==> config.mk <==
export PLATFORM = sky130hd
export DESIGN_NAME = bit_serial_alu
export DESIGN_NICKNAME = d
export VERILOG_FILES = /design/src/rtl/bit_serial_alu.sv
export SDC_FILE = /design/constraint.sdc
export NUM_CORES = 1
export LEC_CHECK = 0
export CORE_AREA = 2 2 104 106
export CTS_CLUSTER_SIZE = 8
export DETAILED_ROUTE_END_ITERATION = 12
export DIE_AREA = 0 0 106 108
export GPL_ROUTABILITY_DRIVEN = 1
export PLACE_DENSITY = 0.84
export SKIP_LAST_GASP = 1
export SYNTH_ARGS = -nofsm -noshare
export SYNTH_HDL_FRONTEND = slang
export SYNTH_SLANG_ARGS = --single-unit
export TNS_END_PERCENT = 10
==> constraint.sdc <==
create_clock -name clk_i -period 5 [get_ports clk_i]
set_input_delay 0.75 -clock clk_i [delete_from_list [all_inputs] [get_ports clk_i]]
set_output_delay 0.75 -clock clk_i [all_outputs]
set_load 0.005 [all_outputs]
==> src/rtl/bit_serial_alu.sv <==
// bit_serial_alu: one-bit-per-clock ALU with a single full-adder slice and carry flop
module bit_serial_alu #(
    parameter int WIDTH = 32
) (
    input  logic             clk_i,
    input  logic             reset_i,
    input  logic             start_i,
    input  logic [2:0]       op_i,
    input  logic [WIDTH-1:0] a_i,
    input  logic [WIDTH-1:0] b_i,
    output logic             busy_o,
    output logic             done_o,
    output logic [WIDTH-1:0] result_o,
    output logic             carryout_o,
    output logic             overflow_o,
    output logic             zero_o
);
    localparam int CW = (WIDTH > 1) ? $clog2(WIDTH) : 1;
    typedef enum logic [1:0] {IDLE, RUN, DONE} state_t;
    state_t           state_q;
    logic [WIDTH-1:0] a_q, b_q, result_q;
    logic [2:0]       op_q;
    logic [CW-1:0]    cnt_q;
    logic             carry_q, cmsb_q, busy_q, done_q, carryout_q, overflow_q, zero_q;
    logic             a_bit, b_bit, b_eff, sum_bit, cout_bit, res_bit, arith, last;
    // Slice datapath: one full-adder bit (B inverted for SUB) or one logic-op bit
    always_comb begin
        a_bit    = a_q[cnt_q];
        b_bit    = b_q[cnt_q];
        b_eff    = b_bit ^ (op_q == 3'b001);
        sum_bit  = a_bit ^ b_eff ^ carry_q;
        cout_bit = (a_bit & b_eff) | (a_bit & carry_q) | (b_eff & carry_q);
        arith    = (op_q[2:1] == 2'b00);
        last     = (cnt_q == CW'(WIDTH - 1));
        res_bit  = arith             ? sum_bit :
                   op_q == 3'b100    ? (a_bit & b_bit) :
                   op_q == 3'b101    ? (a_bit | b_bit) :
                   op_q == 3'b110    ? (a_bit ^ b_bit) :
                   op_q == 3'b111    ? ~(a_bit | b_bit) :
                   op_q == 3'b010    ? ~(a_bit & b_bit) : 1'b0;
    end
    // Control FSM; busy/done trail the state by one cycle so the done pulse is the last busy cycle
    always_ff @(posedge clk_i or posedge reset_i) begin
        if (reset_i) begin
            state_q    <= IDLE;
            a_q        <= '0;
            b_q        <= '0;
            op_q       <= '0;
            cnt_q      <= '0;
            carry_q    <= 1'b0;
            cmsb_q     <= 1'b0;
            busy_q     <= 1'b0;
            done_q     <= 1'b0;
            result_q   <= '0;
            carryout_q <= 1'b0;
            overflow_q <= 1'b0;
            zero_q     <= 1'b1;
        end else begin
            done_q <= 1'b0;
            case (state_q)
                IDLE: begin
                    if (busy_q) begin
                        busy_q <= 1'b0;
                    end else if (start_i) begin
                        state_q <= RUN;
                        busy_q  <= 1'b1;
                        a_q     <= a_i;
                        b_q     <= b_i;
                        op_q    <= op_i;
                        cnt_q   <= '0;
                        carry_q <= (op_i == 3'b001);
                    end
                end
                RUN: begin
                    result_q[cnt_q] <= res_bit;
                    if (arith) carry_q <= cout_bit;
                    if (last) begin
                        cmsb_q  <= carry_q;
                        state_q <= DONE;
                    end else begin
                        cnt_q <= cnt_q + 1'b1;
                    end
                end
                DONE: begin
                    state_q    <= IDLE;
                    done_q     <= 1'b1;
                    carryout_q <= arith & carry_q;
                    overflow_q <= arith & (cmsb_q ^ carry_q);
                    zero_q     <= ~|result_q;
                end
                default: state_q <= IDLE;
            endcase
        end
    end
    assign busy_o     = busy_q;
    assign done_o     = done_q;
    assign result_o   = result_q;
    assign carryout_o = carryout_q;
    assign overflow_o = overflow_q;
    assign zero_o     = zero_q;
endmodule

After elaboration in Yosys (flattened, before gate mapping) --
Cells that the tools add are included.
Word-level totals: register bits 113, input port bits 70, output and inout bits 37, logic and storage cells 87
Operators by class: add/sub/neg operators 1, order comparisons 2, equal/unequal tests 15, muxes and demuxes 28, bitwise operators 17, reductions and logical operators 11
Operators by type and width (number):
- 32-bit bitwise mux | 1
- 32-bit OR reduction | 1
- 1-bit two-way mux | 15
- 5-bit two-way mux | 3
- 3-bit equality test, second input constant | 4
- 1-bit binary-select mux with 5-bit select | 2
- 2-bit inequality test, second input constant | 5
- 5-bit case mux with 2 select lines | 1
- 4-bit AND reduction | 2
- 1-bit AND | 6
- 3-bit by 1-bit equality test with 1-bit output, second input constant | 2
- 5-bit by 6-bit < comparator with 1-bit output, second input constant | 1
- 2-bit two-way mux | 3
- 3-bit AND reduction | 2
- 5-bit by 1-bit adder with 5-bit output, second input constant | 1
- 1-bit demux with 5-bit select | 1
- 5-bit equality test, second input constant | 1
- 5-bit by 1-bit greater-or-equal comparator with 1-bit output, second input constant | 1
- 1-bit XOR | 5
- 2-bit zero test | 2
- 2-bit case mux with 2 select lines | 1
- 3-bit by 2-bit equality test with 1-bit output, second input constant | 1
- 1-bit inverter | 3
- 1-bit OR | 3
- 7 further kinds | 7

Longest topological paths before layout --
depth in word-level cells 11, gate-level depth with buffers 14, mapped depth without buffers 11

Least setup slack after synthesis --
OpenSTA, ideal clock, no wires.
path type reg2reg, start point reg cnt_q[0], end point reg result_q[10] (netlist: result_o[10]), library setup time 0.133 ns, arrival 2.790 ns, required time 4.867 ns, path slack 2.077 ns, stages on the path, launching flop included 14, path buffers 3, period minus slack after synthesis 2.923 ns, cell sequence dfrtp_1 buf_6 buf_12 mux4_2 inv_1 o22ai_1 nor4_2 ha_1 mux2_2 mux2i_1 nand2_1 o21ai_1 buf_2 o31ai_1
On the way: cells in the longest elaborated chain, start to end 11, elaborated cells on any way between the ends 24, classes of those cells 2 x order compare; 13 x mux; 8 x bitwise; 1 x reduce/logical
RTL lines:
- start: declaration | RTL line 23 | logic [CW-1:0] cnt_q;
- start signal: assignment | RTL line 81 | cnt_q <= cnt_q + 1'b1;
- 1-bit binary-select mux with 5-bit select, on equally long branches | RTL line 28, 29
- 1-bit two-way mux, on equally long branches | RTL line 28, 29
- 1-bit AND | RTL line 36, 40
- 1-bit inverter | RTL line 40 | op_q == 3'b010 ? ~(a_bit & b_bit) : 1'b0;
- 1-bit two-way mux | RTL line 40
- 1-bit two-way mux | RTL line 39 | op_q == 3'b111 ? ~(a_bit | b_bit) :
- 1-bit two-way mux | RTL line 38 | op_q == 3'b110 ? (a_bit ^ b_bit) :
- 1-bit two-way mux | RTL line 37 | op_q == 3'b101 ? (a_bit | b_bit) :
- 1-bit two-way mux | RTL line 36 | op_q == 3'b100 ? (a_bit & b_bit) :
- 1-bit two-way mux | RTL line 35 | res_bit = arith ? sum_bit :
- 32-bit bitwise mux (*) | RTL line 75 | result_q[cnt_q] <= res_bit;
- end signal: indexed assignment | RTL line 75
- end: declaration | RTL line 21 | logic [WIDTH-1:0] a_q, b_q, result_q;
Every way passes the cells marked *; elsewhere a longest branch is shown, timed or not. The select of a mux whose other input is x is not followed. A chain may end at the register's enable or synchronous reset.

Final worst setup path --
start point reg cnt_q[0], end point reg result_q[2] (netlist: result_o[2])
The elaborated chain is that of the path after synthesis.

==> qor.txt <==
STA
----------------------------------------------------------------------------------------
Unrepaired setup endpoints after global routing ...........................           no
Max-slew violations .......................................................            0
Final critical-path required period .......................................      3830 ps
Final worst slack .........................................................      1170 ps
# setup viols final .......................................................            0
Portion of the clock cycle consumed by the worst path in the final layout .        76.6%
Number of endpoints with negative hold slack in the final report ..........            0
Fin Clk Skew ..............................................................      10.3 ps
Worst slew margin relative to its limit ...................................        36.0%
Fmax ......................................................................    0.261 GHz
Fin Setup TNS .............................................................         0 ps
Transition time of the tightest slew-check pin ............................       960 ps

FLOORPLANNING
----------------------------------------------------------------------------------------
Width of the chip .........................................................       106 um
Area of the core ..........................................................   10,200 um2
Initial cell density of the core ..........................................        51.4%
Overall die area ..........................................................   11,400 um2
Cell row count ............................................................           37
Overall die height ........................................................       108 um
Number of top-level pins ..................................................          107

SYNTHESIS
----------------------------------------------------------------------------------------
Top cell type's share of synthesized area .................................        53.3%
Net count of the mapped netlist ...........................................          480
FF+latch count, synth .....................................................          113
Most instantiated flip-flop cell in the synthesis netlist ................. sky130_fd_sc_hd__dfrtp_1
Post-Syn Area per Cell ....................................................     13.1 um2
Post-Syn Instances ........................................................          402
Synth area leader ......................................................... sky130_fd_sc_hd__dfrtp_1
Post-synthesis instance area ..............................................     5260 um2
Number of synthesized flops with an enable pin ............................            0
Unique cell type count in the Yosys netlist ...............................           44
Leading post-synthesis cells by instance count ............................ sky130_fd_sc_hd__dfrtp_1, sky130_fd_sc_hd__mux2_2, sky130_fd_sc_hd__o21ai_0, sky130_fd_sc_hd__o31ai_1, sky130_fd_sc_hd__buf_2
Biggest area contributors in the synthesized netlist ...................... sky130_fd_sc_hd__dfrtp_1, sky130_fd_sc_hd__mux2_2, sky130_fd_sc_hd__o31ai_1, sky130_fd_sc_hd__o21ai_0, sky130_fd_sc_hd__mux4_1
Share of flip-flops with an asynchronous set or reset after synthesis .....         100%
Count of synthesis-stage warnings from yosys ..............................            0
Fraction of the yosys area taken by sequential cells ......................        53.8%
Most frequent cell after synthesis ........................................ sky130_fd_sc_hd__dfrtp_1

PLACEMENT
----------------------------------------------------------------------------------------
Setup slack after placement ...............................................      1300 ps
Placer congestion estimate ................................................        0.775
Placed Instance Area ......................................................     6340 um2
Half-perimeter wire length after detailed placement .......................      8190 um
Buffers on Ports ..........................................................          106

SETUP PATH
----------------------------------------------------------------------------------------
Delay of the slowest critical-path stage ..................................       960 ps
Startpoint class of the critical path .....................................    flip-flop
Crit-path max FO ..........................................................           32
Number of buffer and inverter instances along the worst setup path ........            2
Crit-path leading delay family ............................................ multiplexers
Required time of the critical path ........................................      5370 ps
CP arrival ................................................................      4190 ps
Category of the most critical setup path .................................. flip-flop to flip-flop
Critical-path cell with the highest stage delay ........................... sky130_fd_sc_hd__dfrtp_1
List of cells traversed by the critical path .............................. mux4_1, inv_1, o22ai_1, nor4_2, ha_1, mux2_2, mux2i_1, nand2_1, o21ai_2, buf_4, o31ai_1
Type of element capturing the critical path ...............................    flip-flop

CLOCKING
----------------------------------------------------------------------------------------
Hold buffer count at CTS ..................................................            0
Clock latency on the worst-skew pair ......................................       510 ps
Buffer type at the clock tree root ........................................ sky130_fd_sc_hd__clkbuf_8
Number of buffers between clock root and the deepest sink .................            2
TritonCTS buffer count ....................................................           17
H-Tree Level Count ........................................................            4
CTS clock-pin slew for the worst setup and hold paths .....................        60 ps
Post-CTS sizing ...........................................................            0
CTS tree ..................................................................        built
Number of clock sinks seen by CTS .........................................          113
Number of setup buffers added after CTS ...................................            0

CELLS AND AREA
----------------------------------------------------------------------------------------
Diodes inserted ...........................................................            0
Final instance area .......................................................     6950 um2
Synth-to-Final Area Change ................................................        32.2%
Net count reported at finish ..............................................          578
Fraction of layout instances using a drive strength above 1 ...............        23.0%

POWER AND IR DROP
----------------------------------------------------------------------------------------
Leakage power .............................................................      2.92 nW
Sequential group share of total power .....................................        35.5%
Relative contribution of combinational cells to total power ...............        39.1%
P_int .....................................................................      3.13 mW
Part of the power in the clock network ....................................        25.3%
Tot Pwr ...................................................................      4.81 mW
VDD IR-drop max ...........................................................   0.000353 V
PD cells ..................................................................   692 nW/um2
Sw Pwr ....................................................................      1.68 mW
Switching power share of the total ........................................        34.9%

DRT
----------------------------------------------------------------------------------------
Post-Route WL .............................................................    12,100 um
Number of nets with antenna violations after detailed routing .............            0
Initial DRT Pass Iterations ...............................................            5
Routed via count ..........................................................        3,812
Average wire per standard cell ............................................      18.6 um
Average via count per standard cell .......................................         5.87
Residual DRC count ........................................................            0
DR iter-0 viols ...........................................................          245

GLOBAL ROUTING
----------------------------------------------------------------------------------------
Maximum number of pins on one net before global-route repair ..............           79
Total global routing track utilization ....................................        22.6%
Global route overflow .....................................................            0
Number of antenna violations at the first check in global routing .........            0
Number of global-route vias before repair .................................        4,097
Global-route wire length before repair ....................................    20,000 um

OUTCOME
----------------------------------------------------------------------------------------
Outcome ................................................................... finished clean

MIN PATH
----------------------------------------------------------------------------------------
Class of the worst hold path .............................................. flip-flop to flip-flop

FLOW RUN
----------------------------------------------------------------------------------------
Number of violations of the max-capacitance limit .........................            0

## cells by family (layout without fill, tap and decap cells)
logic type                 after synthesis  in the layout  share of synthesized area [%]
DFF                                    113            113                           53.8
muxes                                   93             93                           22.5
AOI/OAI and AO/OA                       90             90                           11.1
buffers and inverters                   48            159                           4.76
and+or+nand+nor                         45             45                           4.95
adders and majority gates                8              8                           2.05
xor gates and xnor gates                 5              5                          0.833
## placed cells by master (no fill, tap or decap), types with 3 or more instances in the layout
cell type / synthesis / layout
sky130_fd_sc_hd__clkdlybuf4s50_1: 0 / 106
sky130_fd_sc_hd__nor4_1: 8 / 8
sky130_fd_sc_hd__mux4_1: 7 / 7
sky130_fd_sc_hd__buf_4: 0 / 4
sky130_fd_sc_hd__o31ai_1: 33 / 33
sky130_fd_sc_hd__xor2_1: 3 / 3
sky130_fd_sc_hd__o21ai_0: 37 / 37
sky130_fd_sc_hd__mux2i_1: 12 / 12
sky130_fd_sc_hd__nand3b_1: 4 / 4
sky130_fd_sc_hd__clkinv_2: 0 / 3
sky130_fd_sc_hd__inv_1: 15 / 14
sky130_fd_sc_hd__a21oi_1: 3 / 3
sky130_fd_sc_hd__o22ai_1: 8 / 8
sky130_fd_sc_hd__bufinv_16: 0 / 3
sky130_fd_sc_hd__mux4_2: 4 / 4
sky130_fd_sc_hd__clkbuf_8: 0 / 5
sky130_fd_sc_hd__dfrtp_1: 112 / 112
sky130_fd_sc_hd__clkbuf_16: 0 / 16
sky130_fd_sc_hd__ha_1: 7 / 7
sky130_fd_sc_hd__nor2_1: 6 / 6
sky130_fd_sc_hd__a22o_1: 3 / 3
sky130_fd_sc_hd__nand4_1: 3 / 3
sky130_fd_sc_hd__nand2_1: 10 / 10
sky130_fd_sc_hd__mux2_2: 70 / 70
## power by group through the flow
stage          Sequential [mW]  Combinational (mW)  Clock [mW]
3_3_place_gp              1.67                1.77           0
6_report                  1.71                1.88        1.22
2_1_floorplan             1.54                1.43           0
3_5_place_dp              1.71                1.85           0
4_1_cts                   1.70                1.89        1.23
5_1_grt                   1.77                2.06        1.27
## metal layers
layer,part of all wire [%],global-route usage (%),up-vias
met5,0,0,-
met4,1.8,7.71,0
met3,6.8,5.42,23
met2,51,40.1,190
met1,40,27.2,1902
li1,-,-,1697
## stage by stage
step                      cells  hold WS [ps]  util [%]
after floorplan             402           459         -
after global placement      617           461      62.0
after detailed placement    617           465      62.0
after CTS                   649           471      67.9
after global routing        649           485      67.9
final                       649           466      67.9
## worst paths after layout
| path | startpoint | end | slack (ps) | cells past startpoint |
|---|---|---|---|---|
| max | cnt_q[0] | result_o[2] | 1170 | 11 |
| min | zero_o | zero_o | 470 | 2 |
| max reg2reg | cnt_q[0] | result_o[2] | 1170 | 11 |
| min reg2reg | zero_o | zero_o | 470 | 2 |
| max in group asynchronous | reset_i | b_q[9] | 3140 | 3 |
| min in group asynchronous | reset_i | result_o[24] | 820 | 2 |
## flip-flops by register name (all words and copies together), names as in the netlist
register    cells
op_q            3
carry_q         1
b_q            32
carryout_o      1
overflow_o      1
result_o       32
cmsb_q          1
done_o          1
cnt_q           5
busy_o          1
a_q            32
zero_o          1
state_q         2
## final cells by class
class / instances / area [um2]
Clock buffer: 23 / 477
Clock inverter: 9 / 129
Fill cell: 705 / 3280
Inverter: 17 / 66.3
Multi-Input combinational cell: 241 / 2190
Sequential cell: 113 / 2830
Tap cell: 136 / 170
Timing Repair Buffer: 110 / 1090
## worst reg2reg max path, stage by stage, from the launching register on
cell and delay, ps:
sky130_fd_sc_hd__dfrtp_1 960, sky130_fd_sc_hd__mux4_1 680, sky130_fd_sc_hd__inv_1 80, sky130_fd_sc_hd__o22ai_1 90
sky130_fd_sc_hd__nor4_2 520, sky130_fd_sc_hd__ha_1 320, sky130_fd_sc_hd__mux2_2 280, sky130_fd_sc_hd__mux2i_1 130
sky130_fd_sc_hd__nand2_1 80, sky130_fd_sc_hd__o21ai_2 70, sky130_fd_sc_hd__buf_4 320, sky130_fd_sc_hd__o31ai_1 160
(Power assumes the default switching activity.)
